[src/rtl/uart_rx_param.sv]
// Oversampled UART receiver with 3-sample majority vote, optional parity, 1 or 2 stop bits.
// One-word output register with valid/ready handshake; framing and overrun reported as pulses.
//
// state    | meaning
// ---------+------------------------------------------------------------
// IDLE     | line idle, waiting for a synchronised 1->0 edge
// START    | validating start bit; a high vote is a false start
// DATA     | shifting in DATA_BITS votes, LSB first
// PARITY   | checking the parity bit against the received data
// STOP     | voting stop bit(s); decision taken at last stop vote
// BREAK    | after framing error, waiting for the line to return high

module uart_rx_param #(
   parameter int F          = 8000000,
   parameter int BAUD       = 115200,
   parameter int OVERSAMPLE = 16,
   parameter int DATA_BITS  = 8,
   parameter int PARITY     = 0,
   parameter int STOP_BITS  = 1
) (
   input  logic                 clk,
   input  logic                 rst,
   input  logic                 rx,
   output logic [DATA_BITS-1:0] rx_data,
   output logic                 rx_perr,
   output logic                 rx_valid,
   input  logic                 rx_ready,
   output logic                 ferr,
   output logic                 overrun,
   output logic                 busy
);

   localparam longint DIV_RAW = (longint'(F) + longint'(BAUD) * OVERSAMPLE / 2)
                                / (longint'(BAUD) * OVERSAMPLE);
   localparam int DIV   = (DIV_RAW < 1) ? 1 : int'(DIV_RAW);
   localparam int DIV_W = (DIV > 1) ? $clog2(DIV) : 1;
   localparam int S_W   = $clog2(OVERSAMPLE);
   localparam int BIT_W = (DATA_BITS > 1) ? $clog2(DATA_BITS) : 1;

   localparam logic [S_W-1:0]   S_A       = S_W'(OVERSAMPLE / 2 - 1);
   localparam logic [S_W-1:0]   S_B       = S_W'(OVERSAMPLE / 2);
   localparam logic [S_W-1:0]   S_V       = S_W'(OVERSAMPLE / 2 + 1);
   localparam logic [S_W-1:0]   S_LAST    = S_W'(OVERSAMPLE - 1);
   localparam logic [BIT_W-1:0] BIT_LAST  = BIT_W'(DATA_BITS - 1);
   localparam logic             STOP_LAST = (STOP_BITS == 2);
   localparam logic             PAR_ODD   = (PARITY == 1);

   typedef enum logic [2:0] {
      ST_IDLE,
      ST_START,
      ST_DATA,
      ST_PARITY,
      ST_STOP,
      ST_BREAK
   } state_t;

   state_t state, state_d;

   logic             rx_meta, rx_s, rx_prev;
   logic             fall;
   logic [DIV_W-1:0] div_cnt;
   logic             tick;
   logic [S_W-1:0]   s_cnt;
   logic [BIT_W-1:0] bit_idx;
   logic             stop_idx;
   logic             stop_bad;
   logic             samp_a, samp_b;
   logic             vote;
   logic             at_vote, at_wrap;
   logic [DATA_BITS-1:0] shreg;
   logic             perr_q;

   logic s_clr, shift_en, perr_en, bit_inc, stop_inc, stop_mark;
   logic frame_good, frame_bad;

   // Synchroniser and edge history preset high so reset never looks like a start edge.
   always_ff @(posedge clk or negedge rst) begin
      if (!rst) begin
         rx_meta <= 1'b1;
         rx_s    <= 1'b1;
         rx_prev <= 1'b1;
      end else begin
         rx_meta <= rx;
         rx_s    <= rx_meta;
         rx_prev <= rx_s;
      end
   end

   assign fall = rx_prev & ~rx_s;

   always_ff @(posedge clk or negedge rst) begin
      if (!rst) begin
         div_cnt <= DIV_W'(DIV - 1);
      end else if (div_cnt == '0) begin
         div_cnt <= DIV_W'(DIV - 1);
      end else begin
         div_cnt <= div_cnt - 1'b1;
      end
   end

   assign tick    = (div_cnt == '0);
   assign at_vote = tick && (s_cnt == S_V);
   assign at_wrap = tick && (s_cnt == S_LAST);
   assign vote    = (samp_a & samp_b) | (samp_a & rx_s) | (samp_b & rx_s);

   always_ff @(posedge clk or negedge rst) begin
      if (!rst) begin
         state <= ST_IDLE;
      end else begin
         state <= state_d;
      end
   end

   always_comb begin
      state_d    = state;
      s_clr      = 1'b0;
      shift_en   = 1'b0;
      perr_en    = 1'b0;
      bit_inc    = 1'b0;
      stop_inc   = 1'b0;
      stop_mark  = 1'b0;
      frame_good = 1'b0;
      frame_bad  = 1'b0;
      unique case (state)
         ST_IDLE: begin
            if (fall) begin
               state_d = ST_START;
               s_clr   = 1'b1;
            end
         end
         ST_START: begin
            if (at_vote && vote) begin
               state_d = ST_IDLE;
            end else if (at_wrap) begin
               state_d = ST_DATA;
            end
         end
         ST_DATA: begin
            if (at_vote) begin
               shift_en = 1'b1;
            end
            if (at_wrap) begin
               if (bit_idx == BIT_LAST) begin
                  state_d = (PARITY != 0) ? ST_PARITY : ST_STOP;
               end else begin
                  bit_inc = 1'b1;
               end
            end
         end
         ST_PARITY: begin
            if (at_vote) begin
               perr_en = 1'b1;
            end
            if (at_wrap) begin
               state_d = ST_STOP;
            end
         end
         ST_STOP: begin
            // The last stop bit is judged at its vote point; no wait for the bit end.
            if (at_vote) begin
               if (stop_idx == STOP_LAST) begin
                  if (stop_bad || !vote) begin
                     frame_bad = 1'b1;
                     state_d   = ST_BREAK;
                  end else begin
                     frame_good = 1'b1;
                     state_d    = ST_IDLE;
                  end
               end else if (!vote) begin
                  stop_mark = 1'b1;
               end
            end else if (at_wrap) begin
               stop_inc = 1'b1;
            end
         end
         ST_BREAK: begin
            if (rx_s) begin
               state_d = ST_IDLE;
            end
         end
         default: begin
            state_d = ST_IDLE;
         end
      endcase
   end

   always_ff @(posedge clk or negedge rst) begin
      if (!rst) begin
         s_cnt    <= '0;
         bit_idx  <= '0;
         stop_idx <= 1'b0;
         stop_bad <= 1'b0;
         samp_a   <= 1'b1;
         samp_b   <= 1'b1;
         shreg    <= '0;
         perr_q   <= 1'b0;
      end else begin
         if (s_clr) begin
            s_cnt <= '0;
         end else if (tick && (state != ST_IDLE) && (state != ST_BREAK)) begin
            s_cnt <= (s_cnt == S_LAST) ? '0 : s_cnt + 1'b1;
         end

         if (s_clr) begin
            bit_idx <= '0;
         end else if (bit_inc) begin
            bit_idx <= bit_idx + 1'b1;
         end

         if (s_clr) begin
            stop_idx <= 1'b0;
         end else if (stop_inc) begin
            stop_idx <= 1'b1;
         end

         if (s_clr) begin
            stop_bad <= 1'b0;
         end else if (stop_mark) begin
            stop_bad <= 1'b1;
         end

         if (tick && (s_cnt == S_A)) begin
            samp_a <= rx_s;
         end
         if (tick && (s_cnt == S_B)) begin
            samp_b <= rx_s;
         end

         if (shift_en) begin
            shreg <= {vote, shreg[DATA_BITS-1:1]};
         end

         if (s_clr) begin
            perr_q <= 1'b0;
         end else if (perr_en) begin
            perr_q <= ((^shreg) ^ vote) != PAR_ODD;
         end
      end
   end

   // Accept and a new delivery in the same cycle replace the word without an overrun.
   always_ff @(posedge clk or negedge rst) begin
      if (!rst) begin
         rx_data  <= '0;
         rx_perr  <= 1'b0;
         rx_valid <= 1'b0;
         ferr     <= 1'b0;
         overrun  <= 1'b0;
      end else begin
         if (frame_good && (!rx_valid || rx_ready)) begin
            rx_data  <= shreg;
            rx_perr  <= perr_q;
            rx_valid <= 1'b1;
         end else if (rx_valid && rx_ready) begin
            rx_valid <= 1'b0;
         end
         ferr    <= frame_bad;
         overrun <= frame_good && rx_valid && !rx_ready;
      end
   end

   assign busy = (state != ST_IDLE);

endmodule

[config.mk]
export PLATFORM = sky130hd
export DESIGN_NAME = uart_rx_param
export DESIGN_NICKNAME = d
export VERILOG_FILES = /design/src/rtl/uart_rx_param.sv
export SDC_FILE = /design/constraint.sdc
export NUM_CORES = 1
export LEC_CHECK = 0
export CORE_MARGIN = 2
export CORE_UTILIZATION = 56
export CTS_CLUSTER_DIAMETER = 30
export DETAILED_ROUTE_END_ITERATION = 16
export PLACE_DENSITY = 0.78
export SLEW_MARGIN = 20
export SYNTH_ARGS = -nofsm -noshare
export SYNTH_HDL_FRONTEND = slang
export SYNTH_SLANG_ARGS = --single-unit
[constraint.sdc]
create_clock -name clk -period 2.55 [get_ports clk]
set_input_delay 0.255 -clock clk [delete_from_list [all_inputs] [get_ports clk]]
set_output_delay 0.255 -clock clk [all_outputs]
set_load 0.1 [all_outputs]
; ---- After elaboration in Yosys (flattened, before gate mapping)
; Cells that the tools add are included.
[word_totals]
input_bits = 4
regBits = 40
out_inout_bits = 13
[classes]
addsub = 3
bitwise_logic = 8
reduce_logical = 27
muxes = 48
n_eq_ne = 19
[ops]
columns = op, count
row1 = two-way mux 3 bit, 12
row2 = two-way mux 1 bit, 31
row3 = case mux 3 bit (6 select lines), 1
row4 = "inequality test 2 bit, second input constant", 7
row5 = "equality test 4 bit, second input constant", 3
row6 = two-way mux 4 bit, 3
row7 = nonzero test 2 bit, 6
row8 = logical AND 1 bit, 11
row9 = "equality test 3 bit, second input constant", 3
row10 = AND reduction 8 bit, 1
row11 = parity 8 bit, 1
row12 = "equality test 3 x 2 -> 1 bit, second input constant", 2
row13 = "inequality test 3 bit, second input constant", 2
row14 = "adder 4 x 1 -> 4 bit, second input constant", 1
row15 = bitwise AND 1 bit, 4
row16 = "equality test 4 x 3 -> 1 bit, second input constant", 1
row17 = "adder 3 x 1 -> 3 bit, second input constant", 1
row18 = "equality test 3 x 1 -> 1 bit, second input constant", 1
row19 = zero test 1 bit, 3
row20 = zero test 3 bit, 1
row21 = nonzero test 3 bit, 1
row22 = zero test 2 bit, 1
row23 = logical OR 1 bit, 2
row24 = two-way mux 2 bit, 1
row25 = other kinds (4), 5

; ---- Logic depth before layout (Yosys ltp)
; Gate-level depths: netlist of the first run.
[logic_depth]
depth_word = 11
ltp_mapped = 7
depth_no_buf = 7

; ---- Least setup slack after synthesis of the first run
; OpenSTA, ideal clock, no wires.
[synth_path]
path_type = register to register
start = register state[1]
end = register stop_idx
t_arrival_ns = 1.873
setup_ns = 0.139
required_time_ns = 2.411
path_stages_with_launch = 5
path_buffers = 1
synth_period_minus_slack_ns = 2.012
path_slack_ns = 0.538
path_cell_list = dfrtp_1 -> buf_4 -> or3_1 -> nor2_1 -> o22ai_1
[synth_via]
elab_chain_cells = 3
elab_cells_between_ends = 6
cone_classes = eq/ne (1) / mux (3) / reduce/logical (2)
[synth_lines]
columns = element, line_no
row1 = "start, declared", 57  ; state_t state, state_d;
row2 = "start signal, assigned", 110  ; state <= state_d;
row3 = equality test 3 bit or zero test 3 bit (tied branches), 124  ; unique case (state)
row4 = two-way mux 1 bit, 124
row5 = nonzero test 2 bit (no source line) or two-way mux 1 bit (tied branches), -
row6 = "end signal, assigned", 191  ; stop_idx <= 1'b0;
row7 = "end signal, assigned", 211  ; stop_idx <= 1'b0;
row8 = "end signal, assigned", 213  ; stop_idx <= 1'b1;
row9 = "end, declared", 65  ; logic stop_idx;
; Several ways; a longest one is shown, not always the timed one.
; A chain may end at the register's enable or synchronous reset.

; ---- Final worst setup path of the first run
[layout_path]
start = register div_cnt[0]
end = register rx_data[3]
[layout_via]
elab_chain_cells = 5
[layout_lines]
columns = element, line_no
row1 = "start, declared", 61  ; logic [DIV_W-1:0] div_cnt;
row2 = "start signal, assigned", 93  ; div_cnt <= DIV_W'(DIV - 1);
row3 = "start signal, assigned", 95  ; div_cnt <= DIV_W'(DIV - 1);
row4 = "start signal, assigned", 97  ; div_cnt <= div_cnt - 1'b1;
row5 = zero test 2 bit, 101  ; assign tick = (div_cnt == '0);
row6 = logical AND 1 bit, 102  ; assign at_vote = tick && (s_cnt == S_V);
row7 = two-way mux 1 bit, 160  ; if (at_vote) begin
row8 = two-way mux 1 bit, 124
row9 = logical AND 1 bit, 250  ; if (frame_good && (!rx_valid || rx_ready)) begin
row10 = "end signal, assigned", 251  ; rx_data <= shreg;
row11 = "end, declared", 24  ; output logic [DATA_BITS-1:0] rx_data,
; Every way passes these cells.

==> impl_results.md, run 1 <==
* Area inside the core boundary at 3310 µm²
* Required time reported for the critical path endpoint at about 2800 ps
* Layout Cells excl Fill at between 200 and 250
* Hold Slack at -11.4 ps
* Routing layer with the top usage in global route: met2
* Max stage delay on crit path at ~460 ps
* Post-cts repair resize count at 0
* Relative slew margins at between 40% and 50%
* Setup repair after global routing missed its margin: no
* Slowest stage cell, crit path: and3_1
* Maximum number of pins on one net before global-route repair at just over 40
* Number of H-tree levels at 2
* Ratio of total power to cell area at between 700 and 800 nW/µm²
* Most frequent cells in the layout: dfrtp_1 (33), mux2_2 (18), buf_4 (13)
* Final hold violation count at 17
* Worst slew pin tran at around 840 ps
* Number of global-route vias before repair at roughly 1300
* Max-cap violations at 0
* Static power due to leakage at between 1 and 1.5 nW
* Setup violations, final at 0
* Clock tree from TritonCTS: built
* Synth Register Bits at 40
* Length of the first detailed-routing pass in iterations at 5
* Clock transition at the registers of the reported paths at roughly 120 ps
* Routability Congestion at just over 0.8
* Post-synth top flop: dfrtp_1
* Starting utilization of the core area at about 58%
* Start-to-end type of the worst setup path: reg -> reg
* Initial antenna violation count at 0
* Final Critical Period at 2120 ps
* Worst endpoint data arrival time at roughly 2400 ps
* Antenna viol nets, final at 0
* Type of element capturing the critical path: flop
* Highest clock rate at about 0.47 GHz
* Layout cells sized above 1 at between 30% and 40%
* Minimum setup slack in the final design at 429 ps
* Via-per-instance ratio at 5.62
* Fraction of met1 tracks used by global routing at 25.9%
* Total routed wirelength at ~3300 µm
* Detailed router's first-iteration violation count at between 50 and 60
* Final core utilization at 63.8%
* Number of buffers inserted during clock tree synthesis at 5
* Met3 track demand over resource in global routing at under 10%
* Class of the most critical hold timing path: in -> async
* Total of buffers placed on input and output ports at 16
* Crit path max fanout at 9
* Per-cell routed wire length at 14.9 µm
* Sinks on Clock Net at 40
* Nets at between 150 and 200
* Failing checks: hold timing
* Number of synthesized flops with an enable pin at 0
* Cells along the critical path: inv_1 > ha_1 > nand4b_1 > nor3_1 > and3_1 > mux2_2
* Total number of placement rows at 21
* Final critical-path share of the clock period at 83.2%
* Warnings from Yosys at 0
* Wire length of the first global-routing pass at about 5800 µm
* Number of distinct library cells after synthesis at 42
* Source-to-sink clock delay at the later pin of the worst-skew pair at 350 ps
* Remaining Overflow, GRT at 0
* Antenna diode count at 0
* DP HPWL at between 2000 and 2500 µm
* Commonest non-fill, non-tap cell in the layout: dfrtp_1
* Status: finished, violations left
* Number of filler instances in the final layout at 290
* Post-synth design cell area at roughly 1900 µm²
* Max rail drop VDD at roughly 0.4 mV
* Dpl cells at ~210
* CP Buf/Inv Count at 1
* Crit start category: flop
* Syn_nets at 164
* Count of pins over their slew limit at 0
* Sequential area share after synthesis at between 50% and 60%
* DRC viols at 0
* Total Neg Setup Slack at 0 ps
* Average cell area after synthesis at between 10 and 15 µm²
* I/O pins at 17
* Die area at between 3000 and 4000 µm²
* Vertical extent of the die at between 60 and 70 µm
* Count of hold buffers inserted by post-cts repair at 0
* Top cell family by delay on the critical path: simple AND/OR/NAND/NOR gates
* Cell at the root of the clock tree: clkbuf_4
* Total routing usage reported by global routing at 19.1%
* Area growth from synthesis to layout at 10.6%
* Via count at around 1200
* Post-CTS Setup Repair Bufs at 0
* Clk buf depth at 2
* Share of flip-flops with an asynchronous set or reset after synthesis at 100%
* Met2 capacity usage during global routing at roughly 29%
* Clock skew after layout at 3.84 ps
* Horizontal extent of the die at ~62 µm
* Synthesized instance count at around 150
* Post-place setup slack at around 430 ps
==> layout make-up <==
| class | count | area (µm²) | area share, % |
|---|---|---|---|
| flip-flops and latches | 40 | 1010 | 47.8 |
| multi-input cells | 102 | 831 | 39.3 |
| repair buffers | 16 | 123 | 5.81 |
| well taps | 46 | 57.6 | 2.73 |
| clock buffers | 6 | 51.3 | 2.43 |
| inverters | 7 | 26.3 | 1.24 |
| clock inverters | 2 | 13.8 | 0.652 |
==> path summary, 6_finish.rpt <==
kind                                      start                      to  slack (ps)  cells after the start
max                        div_cnt[0]$_DFF_PN1_  rx_data[3]$_DFFE_PN0P_         430                      6
min                                         rst    state[1]$_DFFE_PN0P_         -10                      1
max reg2reg                div_cnt[0]$_DFF_PN1_  rx_data[3]$_DFFE_PN0P_         430                      6
min reg2reg                   rx_meta$_DFF_PN1_          rx_s$_DFF_PN1_         370                      0
max in group asynchronous                   rst    s_cnt[3]$_DFFE_PN0P_        2040                      1
min in group clk                             rx       rx_meta$_DFF_PN1_         290                      1
==> kinds of logic (layout without fill, tap and decap cells) <==
group,count (synthesis),count (layout),share of synthesized area [%]
muxes,24,24,14.0
buffers and inverters,12,31,3.60
AOI/OAI and AO/OA,19,19,6.29
DFF,40,40,52.9
xor gates and xnor gates,9,9,4.85
and+or+nand+nor,43,43,14.0
adders and majority gates,7,7,4.46
==> cell usage after synthesis (all sizes together) (2+ instances only) <==
library cell  number  area, µm²
a21oi              5       25.0
a31oi              2       12.5
buf                5       42.5
dfrtp             33        826
dfstp              7        184
ha                 6       75.1
inv                7       26.3
mux2              21        236
mux2i              3       30.0
nand2              9       33.8
nand2b             4       32.5
nand4b             3       26.3
nor2              12       45.0
nor2b              2       12.5
nor3               2       21.3
o21ai              5       25.0
or3                2       12.5
xnor2              7       61.3
==> layer usage <==
metal | wire (µm) | vias up
met5 | 0 | -
met4 | 61 | 0
met3 | 122 | 8
met2 | 1510 | 32
met1 | 1560 | 614
li1 | - | 576
==> power breakdown <==
group          switching [mW]  internal (mW)  total, mW
Sequential             0.0926          0.691      0.784
Combinational           0.249          0.165      0.414
Clock                   0.222          0.137      0.359
Total                   0.563          0.993       1.56
==> registers in the layout, indices dropped and copies added, names as in the netlist, 2 cells and up <==
name,count
bit_idx,3
div_cnt,2
rx_data,8
s_cnt,4
shreg,8
state,3
==> metrics by stage <==
step / total power, mW / cell area (µm²)
after floorplan: 1.14 / 1910
after global placement: 1.18 / 2050
after detailed placement: 1.20 / 2050
after CTS: 1.56 / 2110
after global routing: 1.65 / 2110
final: 1.56 / 2110
Power figures use the tool's default switching activity.
==> run 2: changes to the inputs <==
Settings changed: CORE_UTILIZATION 56 to 51, PLACE_DENSITY 0.78 to 0.75.
Clock period 2.55 ns to 1.8 ns, I/O delays scaled along.
==> run 2 against run 1 <==
The flow finishes with violations (setup timing); count of clock-buffer cells in the layout fell by 1; core utilization is 2.3 points higher; global-route usage fell by 0.42 points; power rose by 63%; worst hold slack improved by 310 ps; highest routed layer unchanged.
==> impl_results.md, run 2 (synthesis gave the netlist of run 1 again) <==
* Area occupied by multi-input gates at around 900 µm²
* Slowest stage cell, crit path: dfrtp_1
* Remaining Overflow, GRT at 0
* Number of H-tree levels at 2
* Start-to-end type of the worst setup path: reg -> reg
* DP HPWL at between 2000 and 2500 µm
* Area inside the core boundary at 3630 µm²
* Worst endpoint data arrival time at 2100 ps
* Total routed wire length on the met1 layer at 1680 µm
* Cell at the root of the clock tree: clkbuf_8
* Max-cap violations at 0
* Worst reg2reg endpoint: state[2]$_DFFE_PN0P_
* FF/Latch Area at 1010 µm²
* Die area at 4250 µm²
* Number of buffers inserted during clock tree synthesis at 5
* Routability Congestion at ~0.86
* Wire length of the first global-routing pass at ~6100 µm
* Number of global-route vias before repair at ~1300
* Most frequent cells in the layout: dfrtp_1 (33), buf_4 (33), mux2_2 (16)
* Via count at around 1300
* Total routed wirelength at 3500 µm
* Hold Crit Depth at 1
* Total of buffers placed on input and output ports at 16
* Number of filler instances in the final layout at about 270
* Clk buf depth at 2
* Uppermost routed layer: met4
* Layout cells sized above 1 at around 45%
* Crit start category: flop
* Relative slew margins at around 73%
* Required time reported for the critical path endpoint at about 2000 ps
* Final core utilization at roughly two thirds
* Initial antenna violation count at 0
* Static power due to leakage at about 1.2 nW
* Final hold violation count at 0
* Wire length on met3 at 99 µm
* Register-to-register setup slack at -120 ps
* Failing checks: setup timing
* I/O pins at 17
* Cells along the critical path: inv_2 > ha_4 > and4b_1 > nand2_1 > o211a_1 > nor4_4 > mux2_1
* Clock tree from TritonCTS: built
* Total power consumption of the routed design at between 2 and 3 mW
* Per-cell routed wire length at ~14 µm
* Antenna viol nets, final at 0
* Total number of placement rows at 22
* Maximum number of pins on one net before global-route repair at 41
* Horizontal extent of the die at between 60 and 70 µm
* Hold path start: rx
* Setup violations, final at 10
* Ratio of total power to cell area at 1060 nW/µm²
* Max stage delay on crit path at between 300 and 400 ps
* Starting utilization of the core area at 52.5%
* DRC viols at 0
* Class of the most critical hold timing path: in -> reg
* Final critical-path share of the clock period at 107%
* Minimum setup slack in the final design at -123 ps
* Count of pins over their slew limit at 0
* Source-to-sink clock delay at the later pin of the worst-skew pair at ~280 ps
* Amount of wire on met2 after detailed routing at between 1500 and 2000 µm
* Sinks on Clock Net at 40
* Highest clock rate at about 0.52 GHz
* Status: finished, violations left
* Max rail drop VDD at 0.574 mV
* R2r startpoint: s_cnt[1]$_DFFE_PN0P_
* Via-per-instance ratio at between 5 and 6
* Vertical extent of the die at between 60 and 70 µm
* Crit path max fanout at 3
* Final Critical Period at ~1900 ps
* Setup repair after global routing missed its margin: yes
* Area growth from synthesis to layout at 25.8%
* Total routing usage reported by global routing at roughly a fifth
* End point of the worst hold path: rx_meta$_DFF_PN1_
* Biggest registers after layout: rx_data (8), shreg (8), s_cnt (4)
* Detailed router's first-iteration violation count at roughly 100
* Length of the first detailed-routing pass in iterations at 4
* Nets at slightly above 200
* Clock skew after layout at a little under 8 ps
* Dpl cell area at 2200 µm²
* R2R cell count at 7
* Antenna diode count at 0
* Worst slew pin tran at around 400 ps
* Final instance area at between 2000 and 2500 µm²
* Clock transition at the registers of the reported paths at ~80 ps
* Critical path origin: s_cnt[1]$_DFFE_PN0P_
* Type of element capturing the critical path: flop
## run 2: power by group
part	total (mW)	switching, mW	leakage (nW)	internal, mW
combinational	0.927	0.477	0.604	0.450
sequential	1.06	0.0768	0.526	0.980
clock	0.560	0.298	0.0400	0.262
## run 2: worst max-delay path by stage
stage / to / cells after the start
detailed placement: rx_data[4]$_DFFE_PN0P_ / 7
finish: state[2]$_DFFE_PN0P_ / 7
global placement: state[2]$_DFFE_PN0P_ / 7
floorplan: state[0]$_DFFE_PN0P_ / 7
global route: state[2]$_DFFE_PN0P_ / 7
CTS: state[1]$_DFFE_PN0P_ / 7
## run 2: layout make-up
cell class              instances  share of cell area [%]
multi-input cells             103                    37.5
inverters                       7                    1.09
clock buffers                   5                    2.87
repair buffers                 39                    13.4
well taps                      48                    2.50
clock inverters                 2                   0.521
flip-flops and latches         40                    42.1
## run 2: metal layers
metal  vias up  global-route usage (%)
li1        624                       -
met5         -                       0
met1       632                    25.5
met3         7                    3.42
met2        19                    29.1
met4         0                    8.33
## run 2: metrics by stage
stage               setup TNS (ps)  hold WS [ps]  worst slack, ps  instances
floorplan                        0          -116             5.18        154
global placement              -328           161            -63.6        227
detailed placement           -1270           166             -113        227
CTS                           -134           298            -52.5        242
global route                 -1510           314             -208        244
finish                        -403           303             -123        244
## run 2: worst max-delay path: cells and delay by family, from the launching register on
kind	cells	cell delay [ps]
compound gates	1	240
fa+ha+maj	1	130
mux	1	360
buf+inv	1	80
simple gates	3	620
flops	1	390
## run 2: repair_timing
| item | 4_1_cts | 5_1_grt |
|---|---|---|
| cloned | 1 | 0 |
| endpoints found under the hold margin | 33 | 0 |
| buffers inserted | 7 | 3 |
| hold buffers | 1 | 0 |
| setup endpoints to repair | 19 | 21 |
| pin swaps | 3 | 1 |
| resized for setup | 10 | 4 |
==> run 3: changes to the inputs <==
Settings changed: ABC_CLOCK_PERIOD_IN_PS set to 1800.
==> results of run 3 <==
The final DEF is identical to that of run 2; final timing and power are the same.
